--- config.mk ---
export PLATFORM = sky130hd
export DESIGN_NAME = adder_arbiter_flat
export DESIGN_NICKNAME = d
export VERILOG_FILES = /design/src/rtl/adder_arbiter_if.sv /design/src/rtl/adder_arbiter.sv /design/src/flat_wrapper.sv
export SDC_FILE = /design/constraint.sdc
export NUM_CORES = 1
export LEC_CHECK = 0
export CORE_MARGIN = 5
export CORE_UTILIZATION = 57
export DETAILED_ROUTE_END_ITERATION = 7
export DONT_BUFFER_PORTS = 1
export GPL_TIMING_DRIVEN = 0
export PLACE_DENSITY = 0.82
export SLEW_MARGIN = 20
export SYNTH_ARGS = -nofsm -noshare
export SYNTH_HDL_FRONTEND = slang
export SYNTH_SLANG_ARGS = --single-unit
--- constraint.sdc ---
create_clock -name clk -period 3.55 [get_ports clk]
set_input_delay 0.5325 -clock clk [delete_from_list [all_inputs] [get_ports clk]]
set_output_delay 0.5325 -clock clk [all_outputs]
set_load 0.05 [all_outputs]
--- src/rtl/adder_arbiter_if.sv ---
// Handshake bundle for adder_arbiter: two operand requesters and one result
// consumer. The slave modport is the arbiter's view, master is the
// requesters/consumer side. res_ovf exists only when ADDER_ARBITER_OVF_EN
// is defined.
interface adder_arbiter_if #(
  parameter int WIDTH = 32
);
  logic             req0_valid;
  logic [WIDTH-1:0] req0_a;
  logic [WIDTH-1:0] req0_b;
  logic             req0_ready;
  logic             req1_valid;
  logic [WIDTH-1:0] req1_a;
  logic [WIDTH-1:0] req1_b;
  logic             req1_ready;
  logic             res_valid;
  logic [WIDTH-1:0] res_data;
  logic             res_id;
  logic             res_ready;
`ifdef ADDER_ARBITER_OVF_EN
  logic             res_ovf;
`endif

  modport slave (
    input  req0_valid, req0_a, req0_b,
    input  req1_valid, req1_a, req1_b,
    input  res_ready,
    output req0_ready, req1_ready,
`ifdef ADDER_ARBITER_OVF_EN
    output res_ovf,
`endif
    output res_valid, res_data, res_id
  );

  modport master (
    output req0_valid, req0_a, req0_b,
    output req1_valid, req1_a, req1_b,
    output res_ready,
    input  req0_ready, req1_ready,
`ifdef ADDER_ARBITER_OVF_EN
    input  res_ovf,
`endif
    input  res_valid, res_data, res_id
  );
endinterface

--- src/rtl/adder_arbiter.sv ---
// adder_arbiter: two requesters share one registered adder through a
// round-robin arbiter. Each operation walks IDLE -> EXEC -> RESP, so at most
// one operation is in flight and a new grant only happens back in IDLE.
// Optional feature: define ADDER_ARBITER_OVF_EN to add the registered signed
// overflow flag res_ovf alongside res_data.
module adder_arbiter #(
  parameter int WIDTH = 32
) (
  input  logic            clk,
  input  logic            rst_n,
  adder_arbiter_if.slave  bus
);

  typedef enum logic [1:0] {IDLE, EXEC, RESP} state_t;

  state_t           state_q;
  logic             last_grant_q;
  logic [WIDTH-1:0] a_q;
  logic [WIDTH-1:0] b_q;
  logic             id_q;
  logic             res_valid_q;
  logic [WIDTH-1:0] res_data_q;
  logic             res_id_q;
  logic             grant0;
  logic             grant1;
  logic [WIDTH-1:0] sum_d;
`ifdef ADDER_ARBITER_OVF_EN
  logic             ovf_d;
  logic             res_ovf_q;
`endif

  // Round-robin grant: a lone requester wins; on contention the one that was
  // not granted last wins. Gated by rst_n so nothing is accepted in reset.
  always_comb begin
    grant0 = 1'b0;
    grant1 = 1'b0;
    if (rst_n && state_q == IDLE) begin
      grant0 = bus.req0_valid && (!bus.req1_valid || last_grant_q);
      grant1 = bus.req1_valid && (!bus.req0_valid || !last_grant_q);
    end
  end

  assign bus.req0_ready = grant0;
  assign bus.req1_ready = grant1;

  // The single shared adder; carry-out is dropped.
  assign sum_d = a_q + b_q;

`ifdef ADDER_ARBITER_OVF_EN
  // Signed overflow: operands agree in sign but the sum does not.
  assign ovf_d = (a_q[WIDTH-1] == b_q[WIDTH-1]) && (sum_d[WIDTH-1] != a_q[WIDTH-1]);
`endif

  // Controller: capture on grant, add in EXEC, hold result until consumed.
  always_ff @(posedge clk or negedge rst_n) begin
    if (!rst_n) begin
      state_q      <= IDLE;
      last_grant_q <= 1'b1;
      a_q          <= '0;
      b_q          <= '0;
      id_q         <= 1'b0;
      res_valid_q  <= 1'b0;
      res_data_q   <= '0;
      res_id_q     <= 1'b0;
`ifdef ADDER_ARBITER_OVF_EN
      res_ovf_q    <= 1'b0;
`endif
    end else begin
      case (state_q)
        IDLE: begin
          if (grant0 || grant1) begin
            a_q          <= grant1 ? bus.req1_a : bus.req0_a;
            b_q          <= grant1 ? bus.req1_b : bus.req0_b;
            id_q         <= grant1;
            last_grant_q <= grant1;
            state_q      <= EXEC;
          end
        end
        EXEC: begin
          res_data_q  <= sum_d;
          res_id_q    <= id_q;
          res_valid_q <= 1'b1;
`ifdef ADDER_ARBITER_OVF_EN
          res_ovf_q   <= ovf_d;
`endif
          state_q     <= RESP;
        end
        RESP: begin
          // res_ready is only looked at here, so it is ignored elsewhere.
          if (bus.res_ready) begin
            res_valid_q <= 1'b0;
            state_q     <= IDLE;
          end
        end
        default: state_q <= IDLE;
      endcase
    end
  end

  assign bus.res_valid = res_valid_q;
  assign bus.res_data  = res_data_q;
  assign bus.res_id    = res_id_q;
`ifdef ADDER_ARBITER_OVF_EN
  assign bus.res_ovf   = res_ovf_q;
`endif

endmodule

--- src/flat_wrapper.sv ---
// flat-port wrapper written by rule: the top's interface ports become plain ports
module adder_arbiter_flat 
#(
  parameter int WIDTH = 32
)
  (clk, rst_n, bus_req0_valid, bus_req0_a, bus_req0_b, bus_req1_valid, bus_req1_a, bus_req1_b, bus_res_ready, bus_req0_ready, bus_req1_ready, bus_res_valid, bus_res_data, bus_res_id);
  adder_arbiter_if #(.WIDTH(WIDTH)) bus_i ();
  input  logic clk;
  input  logic rst_n;
  input wire logic [$bits(bus_i.req0_valid)-1:0] bus_req0_valid;
  input wire logic [$bits(bus_i.req0_a)-1:0] bus_req0_a;
  input wire logic [$bits(bus_i.req0_b)-1:0] bus_req0_b;
  input wire logic [$bits(bus_i.req1_valid)-1:0] bus_req1_valid;
  input wire logic [$bits(bus_i.req1_a)-1:0] bus_req1_a;
  input wire logic [$bits(bus_i.req1_b)-1:0] bus_req1_b;
  input wire logic [$bits(bus_i.res_ready)-1:0] bus_res_ready;
  output wire logic [$bits(bus_i.req0_ready)-1:0] bus_req0_ready;
  output wire logic [$bits(bus_i.req1_ready)-1:0] bus_req1_ready;
  output wire logic [$bits(bus_i.res_valid)-1:0] bus_res_valid;
  output wire logic [$bits(bus_i.res_data)-1:0] bus_res_data;
  output wire logic [$bits(bus_i.res_id)-1:0] bus_res_id;
  assign bus_i.req0_valid = bus_req0_valid;
  assign bus_i.req0_a = bus_req0_a;
  assign bus_i.req0_b = bus_req0_b;
  assign bus_i.req1_valid = bus_req1_valid;
  assign bus_i.req1_a = bus_req1_a;
  assign bus_i.req1_b = bus_req1_b;
  assign bus_i.res_ready = bus_res_ready;
  assign bus_req0_ready = bus_i.req0_ready;
  assign bus_req1_ready = bus_i.req1_ready;
  assign bus_res_valid = bus_i.res_valid;
  assign bus_res_data = bus_i.res_data;
  assign bus_res_id = bus_i.res_id;
  adder_arbiter #(.WIDTH(WIDTH)) u_core (.clk(clk), .rst_n(rst_n), .bus(bus_i));
endmodule
# Word level (Yosys, flattened, before mapping)
# Index checks and enable logic that the tools add are counted.
# word_totals
out_inout_bits	36
romBits	0
mem_bits_rw	0
in_bits	133
elab_cells	36
latchBits	0
mem_count	0
register_bits	102
# op_classes
n_shift	0
mux	9
eq_ne	4
n_bitwise	0
n_mul	0
reduce_logical	14
order_cmp	0
n_div	0
addsub	1
# op_table
op	n
$mux W32	2
$add A32 B32 Y32	1
$pmux W2 S3	1
$reduce_and A2 Y1	3
$mux W2	2
$ne A2 B2 Y1 const B	2
$logic_and A1 B1 Y1	3
$logic_not A1 Y1	3
$logic_or A1 B1 Y1	3
$mux W1	3
$eq A2 B1 Y1 const B	1
$eq A2 B2 Y1 const B	1
$logic_not A2 Y1	1
$pmux W1 S2	1
$reduce_bool A2 Y1	1

# Longest topological paths before layout
# Gate-level depths: netlist (run 1).
# logic_depth
word_depth	7
ltp_mapped	9

# Worst setup path before layout (run 1)
# Ideal clock, no wire load.
# synth_timing
path_kind	flip-flop to flip-flop
start	register u_core.b_q[0]
end	register u_core.res_data_q[18] (netlist: u_core.bus.res_data[18])
synth_period_minus_slack_ps	2489
setup_slack_ps	1061
path_stages_with_launch	10
arrival_time_ps	2360
cell_sequence	dfrtp_1 ha_1 fa_1 a21o_1 a221oi_2 nand3b_2 a31o_4 a311oi_2 xor2_1 o21ai_1
# synth_via
elab_chain_len	1
# synth_rtl
item	line	source
start: declaration	adder_arbiter.sv:19	logic [WIDTH-1:0] b_q;
start signal: assignment	adder_arbiter.sv:73	b_q <= grant1 ? bus.req1_b : bus.req0_b;
$add A32 B32 Y32	adder_arbiter.sv:47	assign sum_d = a_q + b_q;
end signal: assignment	adder_arbiter.sv:80	res_data_q <= sum_d;
end: declaration	adder_arbiter.sv:22	logic [WIDTH-1:0] res_data_q;
# No other way between the ends.
# A chain may end at the register's enable or synchronous reset.

# Final worst setup path (run 1)
# layout_timing
start	register u_core.state_q[1]
end	output bus_req1_ready
# layout_via
elab_chain_len	3
# layout_rtl
item	line	source
start: declaration	adder_arbiter.sv:16	state_t state_q;
start signal: assignment	adder_arbiter.sv:57	state_q <= IDLE;
start signal: assignment	adder_arbiter.sv:76	state_q <= EXEC;
start signal: assignment	adder_arbiter.sv:86	state_q <= RESP;
$logic_not A2 Y1	adder_arbiter.sv:37	if (rst_n && state_q == IDLE) begin
$logic_and A1 B1 Y1	adder_arbiter.sv:37	
$mux W1	adder_arbiter.sv:37	
end: declaration	flat_wrapper.sv:18	output wire logic [$bits(bus_i.req1_ready)-1:0] bus_req1_ready;
# No other way between the ends.

==> tab_implementation.tex, run 1 <==
\begin{tabular}{lr}
\hline
Metric & Value \\
\hline
\multicolumn{2}{l}{\textbf{Outcome}} \\
\quad Status & complete, no violations \\
\multicolumn{2}{l}{\textbf{Critical path}} \\
\quad Kind of start point of the critical path & flip-flop \\
\quad Launch point of the worst reg-to-reg path & u\_core.b\_q[0]\$\_DFFE\_PN0P\_ \\
\quad Kind of capture point of the worst setup path & output port \\
\quad Critical setup path kind & flip-flop to output port \\
\quad Arrival @ worst endpoint & 2.55 ns \\
\quad Critical Path Source & u\_core.state\_q[1]\$\_DFFE\_PN0P\_ \\
\quad Req. time, crit path & 3.02 ns \\
\quad Number of cells on the worst reg-to-reg path & 8 \\
\quad Highest net fanout along the worst path & 10 \\
\quad Reg2Reg Capture Point & u\_core.bus.res\_data[28]\$\_DFFE\_PN0P\_ \\
\quad Capture point of the critical path & bus\_req1\_ready \\
\quad R2R setup slack & 0.65 ns \\
\multicolumn{2}{l}{\textbf{Clock network}} \\
\quad H-tree depth & 3 \\
\quad Reg clk slew, reported paths & 0.10 ns \\
\quad Master cell of the clock root buffer & clkbuf\_8 \\
\quad TritonCTS sink count & 102 \\
\quad CTS buffer count & 9 \\
\quad Post-CTS setup-driven buffer insertion count & 0 \\
\quad CTS tree & built \\
\quad Insertion delay of the later-clocked pin in the worst-skew pair & 0.38 ns \\
\quad Maximum count of clock buffers along a single path & 2 \\
\multicolumn{2}{l}{\textbf{Timing}} \\
\quad Worst slew margin relative to its limit & 52.8\% \\
\quad Fin. max-slew vios & 0 \\
\quad Final period utilization & 86.8\% \\
\quad Setup repair after global routing missed its margin & false \\
\quad Transition time of the tightest slew-check pin & 0.708 ns \\
\quad Clock period minus worst slack & 3.08 ns \\
\quad Worst hold slack & 0.0712 ns \\
\quad Number of setup violations in the final report & 0 \\
\quad Sum Neg Setup Slack & 0 ns \\
\quad Worst Skew & 0.00971 ns \\
\quad Maximum clock rate & 325 MHz \\
\quad Fin. Hold Viols & 0 \\
\multicolumn{2}{l}{\textbf{Global routing}} \\
\quad GRT Overall Usage & 27.7\% \\
\quad Aggregate global routing overflow & 0 \\
\quad Via count of the first global-routing pass & 5,556 \\
\quad Initial antenna violation count & 0 \\
\quad Pin count of the biggest net entering global routing & 103 \\
\quad Global-route wire length before repair & 28,200 um \\
\multicolumn{2}{l}{\textbf{Power}} \\
\quad Sequential share of power & 32.9\% \\
\quad Highest ir drop seen on vdd & 0.525 mV \\
\quad PD cells & 1320 nW/um\^{}2 \\
\quad Leakage power total & 0.00295 uW \\
\quad Cell internal pwr & 4040 uW \\
\quad Clock network power share & 8.9\% \\
\quad Reported net switching power & 4500 uW \\
\quad Fraction of power consumed by combinational cells & 58.2\% \\
\quad Fraction of power spent switching nets & 52.7\% \\
\multicolumn{2}{l}{\textbf{Final layout}} \\
\quad Post-layout nets & 910 \\
\quad Footprint of the multi-input gates & 3280 sq um \\
\quad Fin util & 62.5\% \\
\quad Final Cell Area & 6460 sq um \\
\quad Top library cells by usage in the layout, fill and taps aside & nand2\_1 (198), dfrtp\_1 (101), nor2\_1 (77), a31oi\_1 (67), o21ai\_0 (42) \\
\quad Register area & 2550 sq um \\
\quad FILL cells & 910 \\
\quad Count of antenna diodes in the layout & 0 \\
\quad Non-filler instance count after layout & 886 \\
\quad P\&R area growth vs syn & 6.57\% \\
\quad Layout cell share with drive strength beyond 1 & 5.73\% \\
\quad Most frequent standard cell in the layout excluding fill and tap cells & nand2\_1 \\
\multicolumn{2}{l}{\textbf{Synth}} \\
\quad Yosys warning count & 0 \\
\quad Number of flops mapped to enable cells by yosys & 0 \\
\quad Total of flip-flops plus latches after synthesis & 102 \\
\quad Share of async-settable or async-resettable flops after synthesis & 100\% \\
\quad Sequential share of the synthesized area & 42.2\% \\
\quad Count of distinct cell types in the synthesized netlist & 59 \\
\quad Avg Inst Size Synth & 8.27 sq um \\
\quad Leading register cell type out of synthesis & dfrtp\_1 \\
\quad Post-Synthesis Net Count & 898 \\
\quad Cell area after synthesis & 6060 sq um \\
\quad Post-synthesis cell count & 733 \\
\multicolumn{2}{l}{\textbf{Flow run}} \\
\quad Max capacitance violation total & 0 \\
\multicolumn{2}{l}{\textbf{Placement}} \\
\quad Number of buffer cells added on primary ports & 0 \\
\quad Number of cells after detailed placement & 869 \\
\quad Half-perimeter wire length of the detailed placement result & 13,600 um \\
\quad Placement-stage cell area & 6230 sq um \\
\quad Weighted congestion reported at the end of routability-driven placement & 0.913 \\
\multicolumn{2}{l}{\textbf{Detailed routing}} \\
\quad Number of remaining DRC errors & 0 \\
\quad Via Count & 5,475 \\
\quad Total routed wirelength & 17,700 um \\
\quad WL per Instance & 20.0 um \\
\quad Final ANT Viol Nets & 0 \\
\quad First-iteration detailed-routing DRC count & 460 \\
\quad Post-detailed-route via-to-cell ratio & 6.18 \\
\quad First-pass detailed-route iteration total & 5 \\
\multicolumn{2}{l}{\textbf{Min path}} \\
\quad Class of the worst hold path & input port to asynchronous set/reset pin \\
\multicolumn{2}{l}{\textbf{Die}} \\
\quad Overall die width & 113 um \\
\quad Count of pins on the block boundary & 169 \\
\quad Initial Utilization & 58.7\% \\
\quad Die outline height & 113 um \\
\quad Area enclosed by the die boundary & 12,800 sq um \\
\quad Number of core rows & 37 \\
\quad Area of the core region & 10,300 sq um \\
\hline
\end{tabular}
## cells in the mapped netlist (all sizes together), types with 3 or more instances
library cell	number	area share [%]
a211oi	5	0.70
a21o	14	1.7
a21oi	36	3.0
a221oi	3	0.74
a31oi	67	6.9
and3	3	0.33
buf	14	1.2
clkbuf	28	1.8
dfrtp	101	42
ha	31	6.4
inv	12	0.74
nand2	198	12
nand2b	5	0.52
nand3	8	0.74
nand4	3	0.31
nor2	77	4.8
nor2b	3	0.31
nor3	6	0.50
o211ai	6	0.83
o21ai	48	4.0
o21bai	4	0.56
o31ai	3	0.60
xnor2	14	2.0
xor2	17	2.5
## power groups by stage
stage / logic [uW] / registers [uW] / clock network (uW)
floorplan: 3750 / 2690 / 0
global placement: 4730 / 2810 / 0
detailed placement: 4820 / 2840 / 0
CTS: 4890 / 2810 / 761
global route: 5500 / 2880 / 811
finish: 4970 / 2810 / 763
## stage by stage
step                setup WS [ns]  total power [uW]
floorplan                    1.06              6440
global placement            0.721              7540
detailed placement          0.695              7650
CTS                         0.495              8460
global route                0.296              9190
finish                      0.470              8540
## state kept, by name, indices dropped and copies added (netlist names)
register and flops:
u_core.a_q 32, u_core.bus.res_valid 1, u_core.b_q 32, u_core.bus.res_id 1, u_core.bus.res_data 32, u_core.last_grant_q 1
u_core.id_q 1, u_core.state_q 2
## cell type report
type / count / area share [%]
plain buffers: 42 / 2.79
clock buffers: 11 / 2.19
clock inverters: 5 / 0.891
inverters: 12 / 0.698
multi-input cells: 577 / 50.8
flip-flops and latches: 102 / 39.6
well taps: 136 / 2.64
repair buffers: 1 / 0.426
## logic make-up (layout without fill, tap and decap cells)
| kind of cell | count (synthesis) | after routing | share of synthesized area, % |
|---|---|---|---|
| AOI/OAI and AO/OA | 201 | 201 | 21.7 |
| xor gates and xnor gates | 31 | 31 | 4.48 |
| adders and majority gates | 32 | 32 | 6.73 |
| buffers and inverters | 54 | 71 | 3.70 |
| DFF | 102 | 102 | 42.2 |
| muxes | 2 | 2 | 0.330 |
| and+or+nand+nor | 311 | 311 | 20.9 |
## critical path: stages, from the launching register on
cell and delay, ns:
dfrtp_1 0.43, nor3b_1 0.44, nand3_1 0.28, clkbuf_1 0.31
clkbuf_1 0.31, inv_1 0.40
## worst min path at each step
stage | slack (ns) | end | start
3_3_place_gp | 0.24 | u_core.state_q[1]$_DFFE_PN0P_ | rst_n
2_1_floorplan | 0.24 | u_core.a_q[0]$_DFFE_PN0P_ | rst_n
6_report | 0.07 | u_core.state_q[1]$_DFFE_PN0P_ | rst_n
5_1_grt | 0.10 | u_core.bus.res_data[30]$_DFFE_PN0P_ | rst_n
3_5_place_dp | 0.24 | u_core.bus.res_valid$_DFFE_PN0P_ | rst_n
4_1_cts | 0.09 | u_core.bus.res_valid$_DFFE_PN0P_ | rst_n
## repair_timing
action	4_1_cts	5_1_grt
hold endpoints to repair	102	0
hold buffers	1	0
gates resized for setup	0	0
## metal layers
layer  vias to the layer above  part of all wire [%]  GRT usage, %
met1                      2607                    42          36.3
met2                       247                    48          45.2
met3                        44                   6.9          5.88
li1                       2577                     -             -
met5                         -                     0             0
met4                         0                   3.0          10.9
No activity file was read; power rests on OpenSTA's default activity.
==> run 2: changes to the inputs <==
- RECOVER_POWER: not set -> 50
- SETUP_SLACK_MARGIN: not set -> 0.05
==> run 2 against run 1 <==
  * Highest routed layer unchanged
  * Maximum frequency fell by 0.32%
  * Hold slack improved by 0.21 ns
  * Cell count did not move
  * Clock-buffer cell count did not move
  * Via count rose by 0.53%
  * Sequential share of layout area rose by 0.14 points
  * Final area fell by 0.35%
  * Combinational power barely moved
  * Critical endpoint unchanged
  * Setup slack got worse by 0.010 ns
  * First-iteration DRC count rose by 2.2%
  * Utilization fell by 0.22 points
  * Critical path depth did not move
  * The flow now finishes with violations (max-capacitance violations, max-slew violations)
==> tab_implementation.tex, run 2 (synthesized netlist as in run 1, its figures left out) <==
\begin{tabular}{lr}
\hline
Metric & Value \\
\hline
\multicolumn{2}{l}{\textbf{Timing}} \\
\quad Fin. max-slew vios & 103 \\
\quad Sum Neg Setup Slack & 0 ns \\
\quad Transition time of the tightest slew-check pin & 2.48 ns \\
\quad Worst Skew & 0.00936 ns \\
\quad Number of setup violations in the final report & 0 \\
\quad Clock period minus worst slack & 3.09 ns \\
\quad Worst slew margin relative to its limit & -65.6\% \\
\quad Final period utilization & 87.0\% \\
\quad Setup repair after global routing missed its margin & false \\
\quad Maximum clock rate & 324 MHz \\
\quad Fin. Hold Viols & 0 \\
\multicolumn{2}{l}{\textbf{Final layout}} \\
\quad Layout cell share with drive strength beyond 1 & 5.73\% \\
\quad Register area & 2550 sq um \\
\quad Post-layout nets & 910 \\
\quad Top library cells by usage in the layout, fill and taps aside & nand2\_1 (198), dfrtp\_1 (101), nor2\_1 (77), a31oi\_1 (67), o21ai\_0 (42) \\
\quad FILL cells & 913 \\
\quad Non-filler instance count after layout & 886 \\
\quad Most frequent standard cell in the layout excluding fill and tap cells & nand2\_1 \\
\quad P\&R area growth vs syn & 6.20\% \\
\quad Footprint of the multi-input gates & 3280 sq um \\
\quad Count of antenna diodes in the layout & 0 \\
\multicolumn{2}{l}{\textbf{Power}} \\
\quad Fraction of power consumed by combinational cells & 58.2\% \\
\quad Highest ir drop seen on vdd & 0.525 mV \\
\quad PD cells & 1330 nW/um\^{}2 \\
\quad Fraction of power spent switching nets & 52.8\% \\
\quad Cell internal pwr & 4040 uW \\
\quad Leakage power total & 0.00295 uW \\
\quad Sequential share of power & 32.9\% \\
\quad Reported net switching power & 4510 uW \\
\quad Clock network power share & 8.9\% \\
\multicolumn{2}{l}{\textbf{Placement}} \\
\quad Weighted congestion reported at the end of routability-driven placement & 0.913 \\
\quad Number of cells after detailed placement & 869 \\
\quad Number of buffer cells added on primary ports & 0 \\
\quad Half-perimeter wire length of the detailed placement result & 13,600 um \\
\multicolumn{2}{l}{\textbf{Detailed routing}} \\
\quad WL per Instance & 20.0 um \\
\quad Number of remaining DRC errors & 0 \\
\quad Total routed wirelength & 17,700 um \\
\quad First-iteration detailed-routing DRC count & 470 \\
\quad Post-detailed-route via-to-cell ratio & 6.21 \\
\quad Via Count & 5,504 \\
\quad Final ANT Viol Nets & 0 \\
\quad First-pass detailed-route iteration total & 5 \\
\multicolumn{2}{l}{\textbf{Outcome}} \\
\quad Violations in the final reports & max-capacitance violations, max-slew violations \\
\quad Status & finished, violations left \\
\multicolumn{2}{l}{\textbf{Die}} \\
\quad Die outline height & 113 um \\
\quad Number of core rows & 37 \\
\quad Area of the core region & 10,300 sq um \\
\quad Count of pins on the block boundary & 169 \\
\quad Overall die width & 113 um \\
\quad Initial Utilization & 58.7\% \\
\quad Area enclosed by the die boundary & 12,800 sq um \\
\multicolumn{2}{l}{\textbf{Critical path}} \\
\quad Arrival @ worst endpoint & 2.56 ns \\
\quad Req. time, crit path & 3.02 ns \\
\quad Highest net fanout along the worst path & 10 \\
\quad Kind of capture point of the worst setup path & output port \\
\quad Slowest cell on crit path & nor3b\_1 \\
\quad Critical setup path kind & flip-flop to output port \\
\quad CP dominant cell by count & clkbuf\_1 \\
\quad CP peak stage delay & 0.44 ns \\
\quad Kind of start point of the critical path & flip-flop \\
\quad Cells along the critical path & nor3b\_1 > nand3\_1 > clkbuf\_1 > clkbuf\_1 > inv\_1 \\
\multicolumn{2}{l}{\textbf{Flow run}} \\
\quad Max capacitance violation total & 1 \\
\multicolumn{2}{l}{\textbf{Global routing}} \\
\quad Aggregate global routing overflow & 0 \\
\quad Pin count of the biggest net entering global routing & 103 \\
\quad GRT Overall Usage & 27.7\% \\
\quad Initial antenna violation count & 0 \\
\quad Global-route wire length before repair & 28,200 um \\
\quad Via count of the first global-routing pass & 5,556 \\
\multicolumn{2}{l}{\textbf{Min path}} \\
\quad Class of the worst hold path & input port to flip-flop \\
\multicolumn{2}{l}{\textbf{Clock network}} \\
\quad CTS buffer count & 9 \\
\quad Maximum count of clock buffers along a single path & 2 \\
\quad Insertion delay of the later-clocked pin in the worst-skew pair & 0.38 ns \\
\quad TritonCTS sink count & 102 \\
\quad Master cell of the clock root buffer & clkbuf\_8 \\
\quad Reg clk slew, reported paths & 0.10 ns \\
\quad H-tree depth & 3 \\
\quad CTS tree & built \\
\hline
\end{tabular}
[run 2: cell types whose count changed in the layout (fill, tap and decap cells not counted)]
cell	before	now
buf_1	9	8
buf_16	1	0
clkbuf_1	26	27
clkbuf_2	3	4
[run 2: area by class of cell]
type	instances	area share, %
plain buffers	42	2.80
clock buffers	11	2.20
clock inverters	5	0.895
inverters	12	0.700
multi-input cells	577	51.0
flip-flops and latches	102	39.7
well taps	136	2.64
repair buffers	1	0.0778
[run 2: per-stage QoR]
stage | util, % | instance area, sq um | setup WS, ns | hold WS, ns | total power, uW
after global routing | 62.3 | 6430 | 0.296 | 0.277 | 9190
after floorplan | - | 6060 | 1.06 | 0.237 | 6440
after global placement | 60.3 | 6230 | 0.721 | 0.240 | 7540
after detailed placement | 60.3 | 6230 | 0.695 | 0.239 | 7650
after CTS | 62.5 | 6450 | 0.495 | 0.0910 | 8460
final | 62.3 | 6430 | 0.460 | 0.280 | 8550
[run 2: metal layers]
| metal | track usage (%) | vias up | wire length (um) |
|---|---|---|---|
| met2 | 45.2 | 256 | 8430 |
| met4 | 10.9 | 0 | 528 |
| met1 | 36.3 | 2626 | 7500 |
| met3 | 5.88 | 46 | 1250 |
| li1 | - | 2576 | - |
| met5 | 0 | - | 0 |
[run 2: critical path, delay by kind of cell, from the launching register on]
kind	cells	cell delay, ns
AND/OR/NAND/NOR	2	0.72
flip-flops	1	0.43
buffers and inverters	3	1.03
[run 2: timing repair]
item | in CTS | in global routing
hold buffers | 1 | 0
resized for setup | 0 | 0
setup buffers | 0 | 0
hold endpoints to repair | 102 | 0
[run 2: path summary, 6_finish.rpt]
kind / startpoint / endpoint / slack (ns) / depth (start not counted)
worst max-delay path: u_core.state_q[1]$_DFFE_PN0P_ / bus_req1_ready / 0.46 / 5
worst min-delay path: bus_req0_b[9] / u_core.b_q[9]$_DFFE_PN0P_ / 0.28 / 2
worst max register to register: u_core.b_q[0]$_DFFE_PN0P_ / u_core.bus.res_data[18]$_DFFE_PN0P_ / 0.65 / 9
worst min register to register: u_core.last_grant_q$_DFFE_PN1P_ / u_core.last_grant_q$_DFFE_PN1P_ / 0.48 / 2
max in group asynchronous: rst_n / u_core.a_q[14]$_DFFE_PN0P_ / 1.20 / 1
min in group asynchronous: rst_n / u_core.state_q[1]$_DFFE_PN0P_ / 0.91 / 1
[run 2: power by group through the flow]
stage / clock network (uW) / registers (uW) / logic (uW)
3_5_place_dp: 0 / 2840 / 4820
5_1_grt: 811 / 2880 / 5500
4_1_cts: 761 / 2810 / 4890
2_1_floorplan: 0 / 2690 / 3750
6_report: 761 / 2810 / 4970
3_3_place_gp: 0 / 2810 / 4730
